## src/rtl/cfg_chain_loader.sv

```systemverilog
// cfg_chain_loader: serialises host words onto a configuration shift chain using a
// self-generated chain clock, and collects the bits leaving the chain tail as readback words.

module cfg_chain_loader #(
   parameter int CHAIN_LEN = 64,
   parameter int WORD_W    = 8
) (
   input  logic              clk,
   input  logic              RST,
   input  logic              start,
   input  logic [WORD_W-1:0] in_data,
   input  logic              in_valid,
   output logic              in_ready,
   output logic              ccff_head,
   output logic              ccff_clk,
   input  logic              ccff_tail,
   output logic [WORD_W-1:0] rd_data,
   output logic              rd_valid,
   output logic              busy,
   output logic              cfg_done
);

   localparam int BW = $clog2(CHAIN_LEN + 1);
   localparam int IW = $clog2(WORD_W + 1);

   typedef enum logic [2:0] {
      IDLE  = 3'd0,
      FETCH = 3'd1,
      SETUP = 3'd2,
      PULSE = 3'd3,
      DONE  = 3'd4
   } state_t;

   state_t            state, state_nxt;
   logic [WORD_W-1:0] word_q, word_nxt;
   logic [WORD_W-1:0] rb_q, rb_nxt, rb_with_tail;
   logic [WORD_W-1:0] rd_data_nxt;
   logic [BW-1:0]     bit_cnt, bit_cnt_nxt;
   logic [IW-1:0]     idx, idx_nxt;
   logic              head_nxt, rd_valid_nxt, last_in_group;

   always_ff @(posedge clk or posedge RST) begin
      if (RST) state <= IDLE;
      else     state <= state_nxt;
   end

   // Host port: a word transfers on a clock edge where in_valid and in_ready are both
   // high. in_ready is raised only in FETCH; in_valid is ignored in every other state.
   always_comb begin
      state_nxt     = state;
      word_nxt      = word_q;
      idx_nxt       = idx;
      bit_cnt_nxt   = bit_cnt;
      rb_nxt        = rb_q;
      rd_data_nxt   = rd_data;
      rd_valid_nxt  = 1'b0;
      head_nxt      = ccff_head;
      rb_with_tail  = rb_q | (WORD_W'(ccff_tail) << idx);
      last_in_group = (idx == IW'(WORD_W - 1)) || (bit_cnt == BW'(CHAIN_LEN - 1));
      case (state)
         IDLE, DONE: begin
            if (start) begin
               state_nxt   = FETCH;
               bit_cnt_nxt = '0;
               idx_nxt     = '0;
               rb_nxt      = '0;
            end
         end
         FETCH: begin
            if (in_valid && in_ready) begin
               word_nxt  = in_data;
               idx_nxt   = '0;
               head_nxt  = in_data[0];
               state_nxt = SETUP;
            end
         end
         SETUP: begin
            // The tail bit is sampled before the pulse, so it is the chain's old content.
            if (last_in_group) begin
               rd_data_nxt  = rb_with_tail;
               rd_valid_nxt = 1'b1;
               rb_nxt       = '0;
            end else begin
               rb_nxt = rb_with_tail;
            end
            state_nxt = PULSE;
         end
         PULSE: begin
            bit_cnt_nxt = bit_cnt + BW'(1);
            idx_nxt     = idx + IW'(1);
            if (bit_cnt_nxt == BW'(CHAIN_LEN)) begin
               state_nxt = DONE;
            end else if (idx_nxt == IW'(WORD_W)) begin
               state_nxt = FETCH;
            end else begin
               state_nxt = SETUP;
               head_nxt  = |(word_q & (WORD_W'(1) << idx_nxt));
            end
         end
         default: state_nxt = IDLE;
      endcase
   end

   // Outputs are registered from the next state so each one is glitch-free at the pins.
   always_ff @(posedge clk or posedge RST) begin
      if (RST) begin
         word_q    <= '0;
         rb_q      <= '0;
         bit_cnt   <= '0;
         idx       <= '0;
         in_ready  <= 1'b0;
         ccff_head <= 1'b0;
         ccff_clk  <= 1'b0;
         rd_data   <= '0;
         rd_valid  <= 1'b0;
         busy      <= 1'b0;
         cfg_done  <= 1'b0;
      end else begin
         word_q    <= word_nxt;
         rb_q      <= rb_nxt;
         bit_cnt   <= bit_cnt_nxt;
         idx       <= idx_nxt;
         ccff_head <= head_nxt;
         rd_data   <= rd_data_nxt;
         rd_valid  <= rd_valid_nxt;
         in_ready  <= (state_nxt == FETCH);
         ccff_clk  <= (state_nxt == PULSE);
         busy      <= (state_nxt == FETCH) || (state_nxt == SETUP) || (state_nxt == PULSE);
         cfg_done  <= (state_nxt == DONE);
      end
   end

endmodule
```

## config.mk

```make
export PLATFORM = sky130hd
export DESIGN_NAME = cfg_chain_loader
export DESIGN_NICKNAME = d
export VERILOG_FILES = /design/src/rtl/cfg_chain_loader.sv
export SDC_FILE = /design/constraint.sdc
export NUM_CORES = 1
export LEC_CHECK = 0
export ABC_CLOCK_PERIOD_IN_PS = 2500
export BUFFER_PORTS_ARGS = -buffer_cell sky130_fd_sc_hd__buf_2
export CORE_MARGIN = 1.5
export CORE_UTILIZATION = 38
export DETAILED_ROUTE_END_ITERATION = 10
export PLACE_DENSITY = 0.62
export SETUP_SLACK_MARGIN = 0.05
export SLEW_MARGIN = 10
export SYNTH_ARGS = -nofsm -noshare
export SYNTH_HDL_FRONTEND = slang
export SYNTH_SLANG_ARGS = --single-unit
```

## constraint.sdc

```tcl
create_clock -name clk -period 2.5 [get_ports clk]
set_input_delay 0.125 -clock clk [delete_from_list [all_inputs] [get_ports clk]]
set_output_delay 0.125 -clock clk [all_outputs]
set_load 0.01 [all_outputs]
```

[Word-level counts from Yosys, hierarchy flattened]
Index checks and enable logic that the tools add are counted.
Storage, ports and cells
  flip-flop bits (word level): 44
  bits in latches: 0
  memory bits (writable): 0
  bits in read-only memories: 0
  input port bits: 13
  output and inout port bits: 14
  logic and storage cells: 70
  memories: 0
Operators by class
  $add $sub $neg: 2
  multiply operators: 0
  div/mod/pow operators: 0
  order comparisons: 0
  equality and inequality tests: 16
  shifts and indexed selects: 2
  mux-type cells: 19
  bitwise operators: 2
  reduce and logical (&&, ||, !) cells: 17
Operator list (number)
  2-to-1 mux 8 bit: 2
  case mux 8 bit (2 select lines): 1
  case mux 7 bit (2 select lines): 1
  equality test 3 x 2 -> 1 bit (second input constant): 4
  case mux 3 bit (4 select lines): 1
  case mux 4 bit (3 select lines): 1
  2-to-1 mux 3 bit: 3
  bitwise AND 8 bit: 1
  2-to-1 mux 4 bit: 2
  != test 2 bit (second input constant): 4
  bitwise OR 8 bit: 1
  AND reduction 2 bit: 4
  OR reduction 8 bit: 1
  left shift 1 x 4 -> 8 bit: 1
  left shift 1 x 4 -> 8 bit (first input constant): 1
  adder 7 x 1 -> 7 bit (second input constant): 1
  equality test 7 x 6 -> 1 bit (second input constant): 1
  equality test 7 bit (second input constant): 1
  2-to-1 mux 7 bit: 1
  equality test 3 x 1 -> 1 bit (second input constant): 2
  equality test 3 bit (second input constant): 2
  nonzero test 2 bit: 3
  2-to-1 mux 1 bit: 5
  adder 4 x 1 -> 4 bit (second input constant): 1
  11 further kinds: 13

[Depth between registers and ports, before layout]
Gate-level depths: netlist of the first run.
  depth in word-level cells: 8
  mapped depth: 8
  mapped depth without buffers: 7

[Worst setup path after synthesis of the first run]
OpenSTA, ideal clock, no wires.
  kind: register to register
  from: register idx[0]
  to: register in_ready
  library setup time: 87 ps
  data arrival time: 1785 ps
  required time: 2413 ps
  path slack: 629 ps
  cell stages (with the launch flop): 7
  buffers on the path: 1
  clock period less this slack: 1871 ps
  cells stage by stage: dfrtp_1 > ha_1 > buf_6 > or2_1 > o22a_1 > or3b_1 > a211oi_2
Between the ends
  longest elaborated chain between the ends: 6
Ends and longest elaborated chain
  start, declared: line 39  | logic [IW-1:0] idx, idx_nxt;
  start signal, assigned: line 122  | idx <= idx_nxt;
  adder 4 x 1 -> 4 bit: line 90  | idx_nxt = idx + IW'(1);
  equality test 4 bit: line 93  | end else if (idx_nxt == IW'(WORD_W)) begin
  2-to-1 mux 2 bit: line 93
  2-to-1 mux 3 bit: line 91  | if (bit_cnt_nxt == BW'(CHAIN_LEN)) begin
  case mux 3 bit (4 select lines): line 60  | case (state)
  equality test 3 x 1 -> 1 bit: line 126  | in_ready <= (state_nxt == FETCH);
  end signal, assigned: line 126
  end, declared: line 13  | output logic in_ready,
No other way between the ends.
A chain may end at the register's enable or synchronous reset.

[Worst setup path after layout of the first run]
Ends and elaborated chain as after synthesis.

==> metrics.yaml, run 1 <==
crit_cells: 5
power.internal_mw: 1.588
row_count: 27
diodes: 0
fin_tns_setup_ns: 0
slowest_delay_ns: 0.48
r2r_cells: 5
dp_slack_ns: 0.5340
leakage_nw: 1.120
top_layer: "met4"
critical_path_buf_inv_count: 0
clockBufferDepth: 2
layout.nets: 262
p_per_area_nw_per_um2: 1024
hold_violations: 0
grt_pass1_wl_um: 7141
post-synth-top-area-fraction: 0.5009
grt_overflow: 0
cp.arrival_ns: 2.20
io_pins: 27
die_area_um2: 6250
htreeDepth: 2
r2r_slack_ns: 0.52
track_usage: 0.1485
clk_latency_ns: 0.31
fin_crit_sh: 0.7915
hold_path_depth: 2
vias_per_cell: 5.241
synth.area.top_cells: "dfrtp_1 50%, o21ai_1 5.0%, a21oi_1 4.8%"
syn_area_um2: 2198
ant_nets: 0
start_util: 0.3968
clk_pin_slew_ns: 0.09
slew_viol_final: 0
core-area_um2: 5540
dieWidth_um: 79.06
syn_to_final_growth_pct: 12.98
vias: 1656
outcome: "finished clean"
critPathRequiredTime_ns: 2.73
syn_avg_cell_area_um2: 10.13
hp-class: "input pin to flop"
relSlewSlack: 0.3108
start_kind: "flop"
antenna_found_initial: 0
final.setup.worst_slack_ns: 0.5213
synth_most_common_cell: "dfrtp_1"
end_kind: "flop"
dp_hpwl_um: 3082
clkSinkCount: 44
seq_area_frac_synth: 0.5009
criticalPathCategory: "flop to flop"
clock_skew_ns: 0.01090
cts_resized: 0
drc: 0
dr.first_iter.drc_count: 108
gp_congestion: 0.8173
ys_types: 48
cp_slowest_cell: "dfrtp_1"
p_switching_mw: 0.9561
grt_max_degree: 30
met3_length_um: 189
synthArstFlopShare: 1.000
path_cells: "ha_1 -> or2_1 -> o22a_1 -> or3b_1 -> a211oi_2"
worst_pin_slew_ns: 1.027
drv_cap: 0
clockRootBuffer: "clkbuf_8"
clock.fmax_mhz: 505.4
drtPass1Iterations: 4
cts_tree: "done"
met1_length_um: 2198
period_needed_ns: 1.979
rsz0062_at_grt: "false"
wl_um: 4320
synth-seq-cells: 44
power_frac_comb: 0.350
ys_warn_count: 0
die_h_um: 79.06
yosysTopAreaCell: "dfrtp_1"
syn-num-nets: 236
synthCells: 217
critPathTopFamily: "simple AND/OR/NAND/NOR gates"
p_sw_frac: 0.3758
portBuffers: 26
grt_pass1_vias: 1469
synthTopCellsByCount: "44 x dfrtp_1, 24 x nand2_1, 22 x o21ai_1"
seq_power_share: 0.428
fin_util: 0.4483
met2_length_um: 1863
path_max_fanout: 10
synth-edff-count: 0
peakVddDrop_mv: 0.4583
wire_per_inst_um: 13.67
synth_flop_cell: "dfrtp_1"
drive_gt1_frac: 0.1967
numCtsBuffers: 5
power_frac_clock: 0.221
finalSetupViolCount: 0
==> cell type report <==
cell class              count  area [um^2]
clock buffers               5        68.82
clock inverters             3        47.55
fillers                   536         3057
inverters                   7        26.28
multi-input cells         155        987.2
flip-flops and latches     44         1101
well taps                  72        90.09
repair buffers             30        162.7
==> layer usage <==
metal  GRT usage  vias to the layer above
met5           0                        -
met4     0.05965                        0
met3     0.03793                        6
met2      0.2137                       38
met1      0.2122                      787
li1            -                      825
==> sequential cells by signal, summed over array words and instances, names as in the netlist <==
name       cells
cfg_done       1
ccff_head      1
bit_cnt        7
idx            4
in_ready       1
rb_q           8
state          3
rd_valid       1
word_q         8
rd_data        8
busy           1
ccff_clk       1
==> layout by cell type, fill, tap and decap left out, drive strengths merged, types with 2 or more instances in the layout <==
master,count
inv,6
a211oi,2
nor3,3
buf,29
o41ai,2
clkinv,3
nand3b,2
nand2,24
mux2i,4
dfrtp,44
a21oi,21
nor3b,2
ha,6
a22o,4
mux2,8
nor2,21
o21ai,23
o31ai,2
clkbuf,5
and2,2
a221oi,2
nand3,6
a31oi,3
==> worst paths after layout <==
check / from / endpoint
worst max-delay path: idx[0] / in_ready
worst min-delay path: in_data[7] / word_q[7]
worst max register to register: idx[0] / in_ready
worst min register to register: rd_data[7] / rd_data[7]
max in group asynchronous: RST / word_q[3]
min in group asynchronous: RST / rd_data[5]
==> logic make-up after synthesis <==
| logic type | Yosys count | share of synthesized area |
|---|---|---|
| compound gates | 67 | 0.1884 |
| flops | 44 | 0.5009 |
| xor+xnor | 1 | 0.003985 |
| mux | 12 | 0.05919 |
| buf+inv | 18 | 0.05008 |
| fa+ha+maj | 6 | 0.03415 |
| simple gates | 69 | 0.1634 |
==> power groups by stage <==
stage	combinational (mW)	sequential [mW]	clock (mW)
after floorplan	0.733	1.05	0
after global placement	0.890	1.10	0
after detailed placement	0.891	1.11	0
after CTS	0.899	1.09	0.576
after global routing	1.00	1.12	0.602
final	0.891	1.09	0.562
==> per-stage QoR <==
step,hold slack [ns],instances,power (mW),instance area [um^2]
floorplan,0.2597,217,1.785,2198
global placement,0.2914,307,1.985,2357
detailed placement,0.2903,307,1.998,2357
CTS,0.02735,316,2.567,2484
global route,0.03247,316,2.728,2484
finish,0.02867,316,2.544,2484
==> timing repair <==
| item | 4_1_cts | 5_1_grt |
|---|---|---|
| hold buffers | 1 | 0 |
| buffers inserted | 0 | 0 |
| endpoints found under the hold margin | 28 | 0 |
Note: power is estimated with default switching activity, not from simulation.
==> run 2, diff against run 1 <==
--- a/config.mk
+++ b/config.mk
@@ -5,12 +5,13 @@
 export SDC_FILE = /design/constraint.sdc
 export NUM_CORES = 1
 export LEC_CHECK = 0
-export ABC_CLOCK_PERIOD_IN_PS = 2500
+export ABC_AREA = 1
+export ABC_CLOCK_PERIOD_IN_PS = 1670
 export BUFFER_PORTS_ARGS = -buffer_cell sky130_fd_sc_hd__buf_2
 export CORE_MARGIN = 1.5
 export CORE_UTILIZATION = 38
 export DETAILED_ROUTE_END_ITERATION = 10
-export PLACE_DENSITY = 0.62
+export PLACE_DENSITY = 0.64
 export SETUP_SLACK_MARGIN = 0.05
 export SLEW_MARGIN = 10
 export SYNTH_ARGS = -nofsm -noshare
==> constraint.sdc (replaced) <==
create_clock -name clk -period 1.67 [get_ports clk]
set_input_delay 0.0835 -clock clk [delete_from_list [all_inputs] [get_ports clk]]
set_output_delay 0.0835 -clock clk [all_outputs]
set_load 0.01 [all_outputs]
==> run 2 against run 1 <==
Final cell count is 20% higher. Maximum frequency is 28% higher. Worst hold slack improved by 0.035 ns. Synthesized cell count up 20%. Sequential power up 39%. Critical endpoint is now rb_q[3]. Highest routed layer unchanged.
==> metrics.yaml, run 2 <==
peakVddDrop_mv: 0.5399  # +18%
hold_violations: 0  # unchanged
worst_pin_slew_ns: 0.6474  # -0.3800 ns
core-area_um2: 5473  # -1.2%
top_regs: "rb_q (8), rd_data (8), word_q (8)"
clockBufferDepth: 2  # unchanged
grt_pass1_wl_um: 7224  # +1.2%
syn-num-nets: 279  # +18%
clk_latency_ns: 0.30  # about the same
clock_skew_ns: 0.003676  # -0.007225 ns
grt_pass1_vias: 1684  # +15%
numCtsBuffers: 5  # unchanged
end_kind: "flop"
fin_crit_sh: 0.9244  # +0.1329
outcome: "finished clean"
synth_most_common_cell: "nand2_1"
dp_hpwl_um: 3078  # -0.15%
wl_um: 4256  # -1.5%
die_h_um: 77.97  # -1.4%
synthCells: 260  # +20%
track_usage: 0.1500  # +0.001556
final_common_cell: "nand2_1"
vias_per_cell: 4.723  # -9.9%
finalSetupViolCount: 0  # unchanged
slew_viol_final: 0  # unchanged
period_needed_ns: 1.544  # -0.4350 ns
grt_max_degree: 29  # -3.3%
syn_to_final_growth_pct: 22.79
nFillCells: 541  # +0.93%
synth_flop_cell: "dfrtp_1"
drive_gt1_frac: 0.2052  # +0.008490
ys_types: 26  # -46%
relSlewSlack: 0.5657  # +0.2549
dieWidth_um: 77.97  # -1.4%
start_util: 0.3903  # -0.006532
power.internal_mw: 2.206  # +39%
ant_nets: 0  # unchanged
clock.fmax_mhz: 647.8  # +28%
criticalPathCategory: "flop to flop"
cp_slowest_cell: "dfrtp_1"
p_switching_mw: 1.336  # +40%
cts_tree: "done"
power_frac_comb: 0.340  # -0.010
syn_avg_cell_area_um2: 8.215  # -19%
syn_area_um2: 2136  # -2.8%
critPathRequiredTime_ns: 1.89  # -0.84 ns
dr.first_iter.drc_count: 99  # -8.3%
dp_slack_ns: 0.06015  # -0.4739 ns
rsz0062_at_grt: "true"
post-synth-top-area-fraction: 0.5155  # +0.01467
clk_pin_slew_ns: 0.08  # about the same
io_pins: 27  # unchanged
seq_area_frac_synth: 0.5155  # +0.01467
drtPass1Iterations: 4  # unchanged
final.setup.worst_slack_ns: 0.1263  # -0.3950 ns
slowest_delay_ns: 0.42  # -0.06 ns
wire_per_inst_um: 11.23  # -18%
p_per_area_nw_per_um2: 1351  # +32%
gp_congestion: 0.8848  # +8.3%
path_cells: "ha_2 -> nand3_1 -> nor3_2 -> a21oi_2 -> nand2_2 -> o21ai_0"
p_sw_frac: 0.3773  # +0.001439
multi_input_area_um2: 934.6  # -5.3%
power_frac_clock: 0.231  # +0.010
htreeDepth: 2  # unchanged
grt_overflow: 0  # unchanged
path_max_fanout: 8  # -2
fin_tns_setup_ns: 0  # unchanged
synth-seq-cells: 44  # unchanged
ys_warn_count: 0  # unchanged
synthArstFlopShare: 1.000  # unchanged
layout.nets: 325  # +24%
clkSinkCount: 44  # unchanged
portBuffers: 26  # unchanged
die_area_um2: 6079  # -2.7%
yosysTopAreaCell: "dfrtp_1"
mostFrequentLayoutCells: "85 x nand2_1, 42 x dfrtp_1, 26 x buf_2"
clockRootBuffer: "clkbuf_8"
synth.area.top_cells: "dfrtp_1 52%, nand2_1 15%, a21oi_1 4.7%"
antenna_found_initial: 0  # unchanged
start_kind: "flop"
synthTopCellsByCount: "86 x nand2_1, 44 x dfrtp_1, 24 x nor2_1"
leakage_nw: 1.299  # +16%
seq_power_share: 0.429  # about the same
hp-class: "input pin to flop"
drv_cap: 0  # unchanged
vias: 1790  # +8.1%
drc: 0  # unchanged
diodes: 0  # unchanged
row_count: 27  # unchanged
ff_latch_area_um2: 1104  # +0.23%
cp.arrival_ns: 1.76  # -0.44 ns
synth-edff-count: 0  # unchanged
==> run 2: worst paths after layout <==
path,start,endpoint,slack [ns],depth (start not counted)
max reg2reg,bit_cnt[0],rb_q[3],0.13,6
max,bit_cnt[0],rb_q[3],0.13,6
max in group asynchronous,RST,idx[0],0.82,4
min in group asynchronous,RST,idx[2],0.34,3
min,start,state[2],0.06,4
min reg2reg,word_q[1],word_q[1],0.47,2
==> run 2: cells by family after synthesis <==
logic type	synth area share
adders and majority gates	0.03515
DFF	0.5155
AOI/OAI and AO/OA	0.1014
xor gates and xnor gates	0.01230
buffers and inverters	0.05858
and+or+nand+nor	0.2771
==> run 2: area by class of cell <==
class / instances / share of cell area
clock buffer: 5 / 0.02624
clock inverter: 3 / 0.01622
inverter: 26 / 0.03721
multi-input combinational: 187 / 0.3564
sequential: 44 / 0.4208
tap: 72 / 0.03435
timing repair buffer: 42 / 0.1088
==> run 2: stage by stage <==
stage | area (um^2) | std cells | util | total power, mW | hold slack (ns)
floorplan | 2136 | 260 | - | 2.345 | 0.2001
global placement | 2379 | 360 | 0.4346 | 2.668 | 0.1329
detailed placement | 2379 | 360 | 0.4346 | 2.681 | 0.1282
CTS | 2581 | 377 | 0.4717 | 3.528 | 0.05930
global route | 2623 | 379 | 0.4792 | 3.805 | 0.07640
finish | 2623 | 379 | 0.4792 | 3.542 | 0.06338
==> run 2: worst max-delay path, delay by kind of cell, from the launching register on <==
kind                     cells  cell delay, ns
adder cells (fa/ha/maj)      1            0.22
AND/OR/NAND/NOR              3            0.35
flip-flops                   1            0.42
AO/OA/AOI/OAI                2            0.46
==> run 2: metal layers <==
metal / up-vias / wire length [um] / global-route usage
met4: 0 / 56 / 0.05893
met1: 827 / 1945 / 0.1899
li1: 918 / - / -
met3: 4 / 158 / 0.03412
met2: 41 / 2096 / 0.2478
met5: - / 0 / 0
==> run 2: repair_timing <==
item | CTS | global route
endpoints found under the hold margin | 24 | 0
pin swaps | 0 | 3
hold buffers | 9 | 0
gates resized for setup | 1 | 7
setup buffers | 0 | 2
cloned | 0 | 0
endpoints found under the setup margin | 2 | 13
==> run 2: power by group through the flow <==
| stage | combinational, mW | sequential [mW] | clock (mW) |
|---|---|---|---|
| 6_report | 1.20 | 1.52 | 0.817 |
| 3_3_place_gp | 1.14 | 1.53 | 0 |
| 4_1_cts | 1.17 | 1.52 | 0.842 |
| 3_5_place_dp | 1.14 | 1.54 | 0 |
| 5_1_grt | 1.36 | 1.56 | 0.882 |
| 2_1_floorplan | 0.820 | 1.52 | 0 |
==> run 3, diff against run 2 <==
--- a/config.mk
+++ b/config.mk
@@ -5,7 +5,6 @@
 export SDC_FILE = /design/constraint.sdc
 export NUM_CORES = 1
 export LEC_CHECK = 0
-export ABC_AREA = 1
 export ABC_CLOCK_PERIOD_IN_PS = 1670
 export BUFFER_PORTS_ARGS = -buffer_cell sky130_fd_sc_hd__buf_2
 export CORE_MARGIN = 1.5
==> run 3 against run 2 <==
The run now ends with setup timing left. Critical path depth did not move. Setup slack got worse by 0.24 ns. Maximum frequency fell by 13%. Flip-flop and latch count did not move. Wire length rose by 22%. Worst hold slack got worse by 0.043 ns. Combinational power rose by 68%. Final cell count fell by 4.2%. Sequential power rose by 6%. Via count rose by 3.2%. Clock power rose by 19%. Design area rose by 22%.
==> metrics.yaml, run 3 (synthesis results as in run 1) <==
outcome: "finished, violations left"
violations: "setup timing"
diodes: 0  # unchanged
htreeDepth: 2  # unchanged
hp-class: "input pin to flop"
vias: 1847  # +3.2%
dpl-instance-area_um2: 2640  # +11%
mostFrequentLayoutCells: "42 x dfrtp_1, 34 x buf_4, 26 x buf_2"
regToRegEndpoint: "state[0]"
clockRootBuffer: "clkbuf_8"
numCtsBuffers: 5  # unchanged
layout.nets: 309  # -4.9%
hold_path_depth: 2  # -2
wire_per_inst_um: 14.32  # +27%
r2r_cells: 6  # unchanged
final.setup.worst_slack_ns: -0.1141  # -0.2404 ns
dp_slack_ns: -0.1334  # -0.1935 ns
track_usage: 0.1772  # +0.02721
relSlewSlack: 0.6189  # +0.05320
dp_hpwl_um: 3422  # +11%
rsz0062_at_grt: "true"
clock.fmax_mhz: 560.5  # -13%
dr.first_iter.drc_count: 104  # +5.1%
fin_crit_sh: 1.068  # +0.1439
criticalPathCategory: "flop to flop"
die_h_um: 79.06  # +1.4%
finalSetupViolCount: 13  # +13
drtPass1Iterations: 4  # unchanged
row_count: 27  # unchanged
critPathRequiredTime_ns: 1.91  # +0.02 ns
drv_cap: 0  # unchanged
rr_startpoint: "idx[1]"
hold_violations: 0  # unchanged
ant_nets: 0  # unchanged
clk_pin_slew_ns: 0.09  # about the same
r2r_slack_ns: -0.11  # -0.24 ns
clockBufferDepth: 2  # unchanged
met3_length_um: 145  # -8.2%
worst_pin_slew_ns: 0.5716  # -0.07580 ns
slew_viol_final: 0  # unchanged
drive_gt1_frac: 0.4502  # +0.2450
start_util: 0.3968  # +0.006532
grt_overflow: 0  # unchanged
path_max_fanout: 7  # -1
hold_end: "word_q[0]"
period_needed_ns: 1.784  # +0.2404 ns
gp_congestion: 0.7941  # -10%
final_common_cell: "dfrtp_1"
vias_per_cell: 5.088  # +7.7%
p_per_area_nw_per_um2: 1444  # +6.9%
top_regs: "rb_q (8), rd_data (8), word_q (8)"
portBuffers: 26  # unchanged
clock_skew_ns: 0.01196  # +0.008289 ns
drc: 0  # unchanged
cts_tree: "done"
grt_max_degree: 45  # +55%
die_area_um2: 6250  # +2.8%
cp.arrival_ns: 2.02  # +0.26 ns
wl_um: 5197  # +22%
start_kind: "flop"
clk_latency_ns: 0.30  # about the same
fin_tns_setup_ns: -0.5542  # -0.5542 ns
antenna_found_initial: 0  # unchanged
top_layer: "met4"
syn_to_final_growth_pct: 45.25
end_kind: "flop"
min_from: "in_data[0]"
met1_length_um: 2409  # +24%
met2_length_um: 2587  # +23%
io_pins: 27  # unchanged
dieWidth_um: 79.06  # +1.4%
core-area_um2: 5540  # +1.2%
grt_pass1_vias: 1727  # +2.6%
peakVddDrop_mv: 0.6305  # +17%
leakage_nw: 1.422  # +9.5%
grt_pass1_wl_um: 8493  # +18%
design_area_um2: 3193  # +22%
clkSinkCount: 44  # unchanged
[run 3: cell count changes in the layout (fill, tap and decap cells not counted), moves of 5 or more]
| cell | delta |
|---|---|
| nor2_1 | -9 |
| nand3_1 | -9 |
| o21ai_2 | +10 |
| nand2_1 | -72 |
| buf_6 | +5 |
| inv_1 | -20 |
| o21ai_1 | +11 |
| o21ai_0 | -12 |
| nand2_4 | +10 |
| mux2_1 | +8 |
| buf_4 | +28 |
[run 3: power breakdown]
| group | internal [mW] | switching, mW | leakage [nW] | total (mW) |
|---|---|---|---|---|
| Sequential | 1.36 | 0.250 | 0.536 | 1.61 |
| Clock | 0.598 | 0.377 | 0.0654 | 0.976 |
| Combinational | 0.971 | 1.05 | 0.820 | 2.02 |
| Total | 2.93 | 1.68 | 1.42 | 4.61 |
[run 3: worst max-delay path: stages (launching register included)]
cell     delay, ns
dfrtp_2       0.48
ha_4          0.19
or2_1         0.23
o22a_1        0.20
or3b_4        0.41
buf_4         0.15
nand2_2       0.06
[run 3: what timing repair did]
| item | CTS | global route |
|---|---|---|
| cloned | 0 | 2 |
| endpoints found under the setup margin | 23 | 23 |
| gates resized for setup | 16 | 45 |
| hold endpoints to repair | 51 | 0 |
| pin swaps | 18 | 18 |
| hold buffers | 8 | 0 |
| setup buffers | 3 | 3 |
[run 3: final cells by class]
type | instances | area [um^2]
Fill cell | 474 | 2347
Multi-Input combinational cell | 155 | 1229
Sequential cell | 44 | 1104
Timing Repair Buffer | 77 | 611.8
Tap cell | 72 | 90.09
Clock buffer | 6 | 72.57
Clock inverter | 2 | 60.06
Inverter | 7 | 26.28
[run 3: how the worst max path moves through the flow]
stage | from | end | slack, ns | depth (start not counted)
2_1_floorplan | idx[1] | in_ready | -0.15 | 6
6_report | idx[1] | state[0] | -0.11 | 6
3_3_place_gp | idx[1] | in_ready | -0.07 | 5
3_5_place_dp | idx[1] | in_ready | -0.13 | 5
5_1_grt | idx[1] | in_ready | -0.17 | 5
4_1_cts | idx[1] | in_ready | -0.1 | 5
[run 3: stage by stage]
stage / util / power [mW] / hold WS [ns] / std cells
after floorplan: - / 2.715 / 0.2182 / 217
after global placement: 0.4765 / 3.309 / 0.2540 / 339
after detailed placement: 0.4765 / 3.362 / 0.2575 / 339
after CTS: 0.5318 / 4.458 / 0.01477 / 358
after global routing: 0.5763 / 4.917 / 0.01127 / 363
final: 0.5763 / 4.611 / 0.02069 / 363
[run 3: layer usage]
metal / global-route usage / vias to the layer above
li1: - / 916
met1: 0.2400 / 901
met2: 0.2795 / 26
met3: 0.04138 / 4
met4: 0.05789 / 0
met5: 0 / -
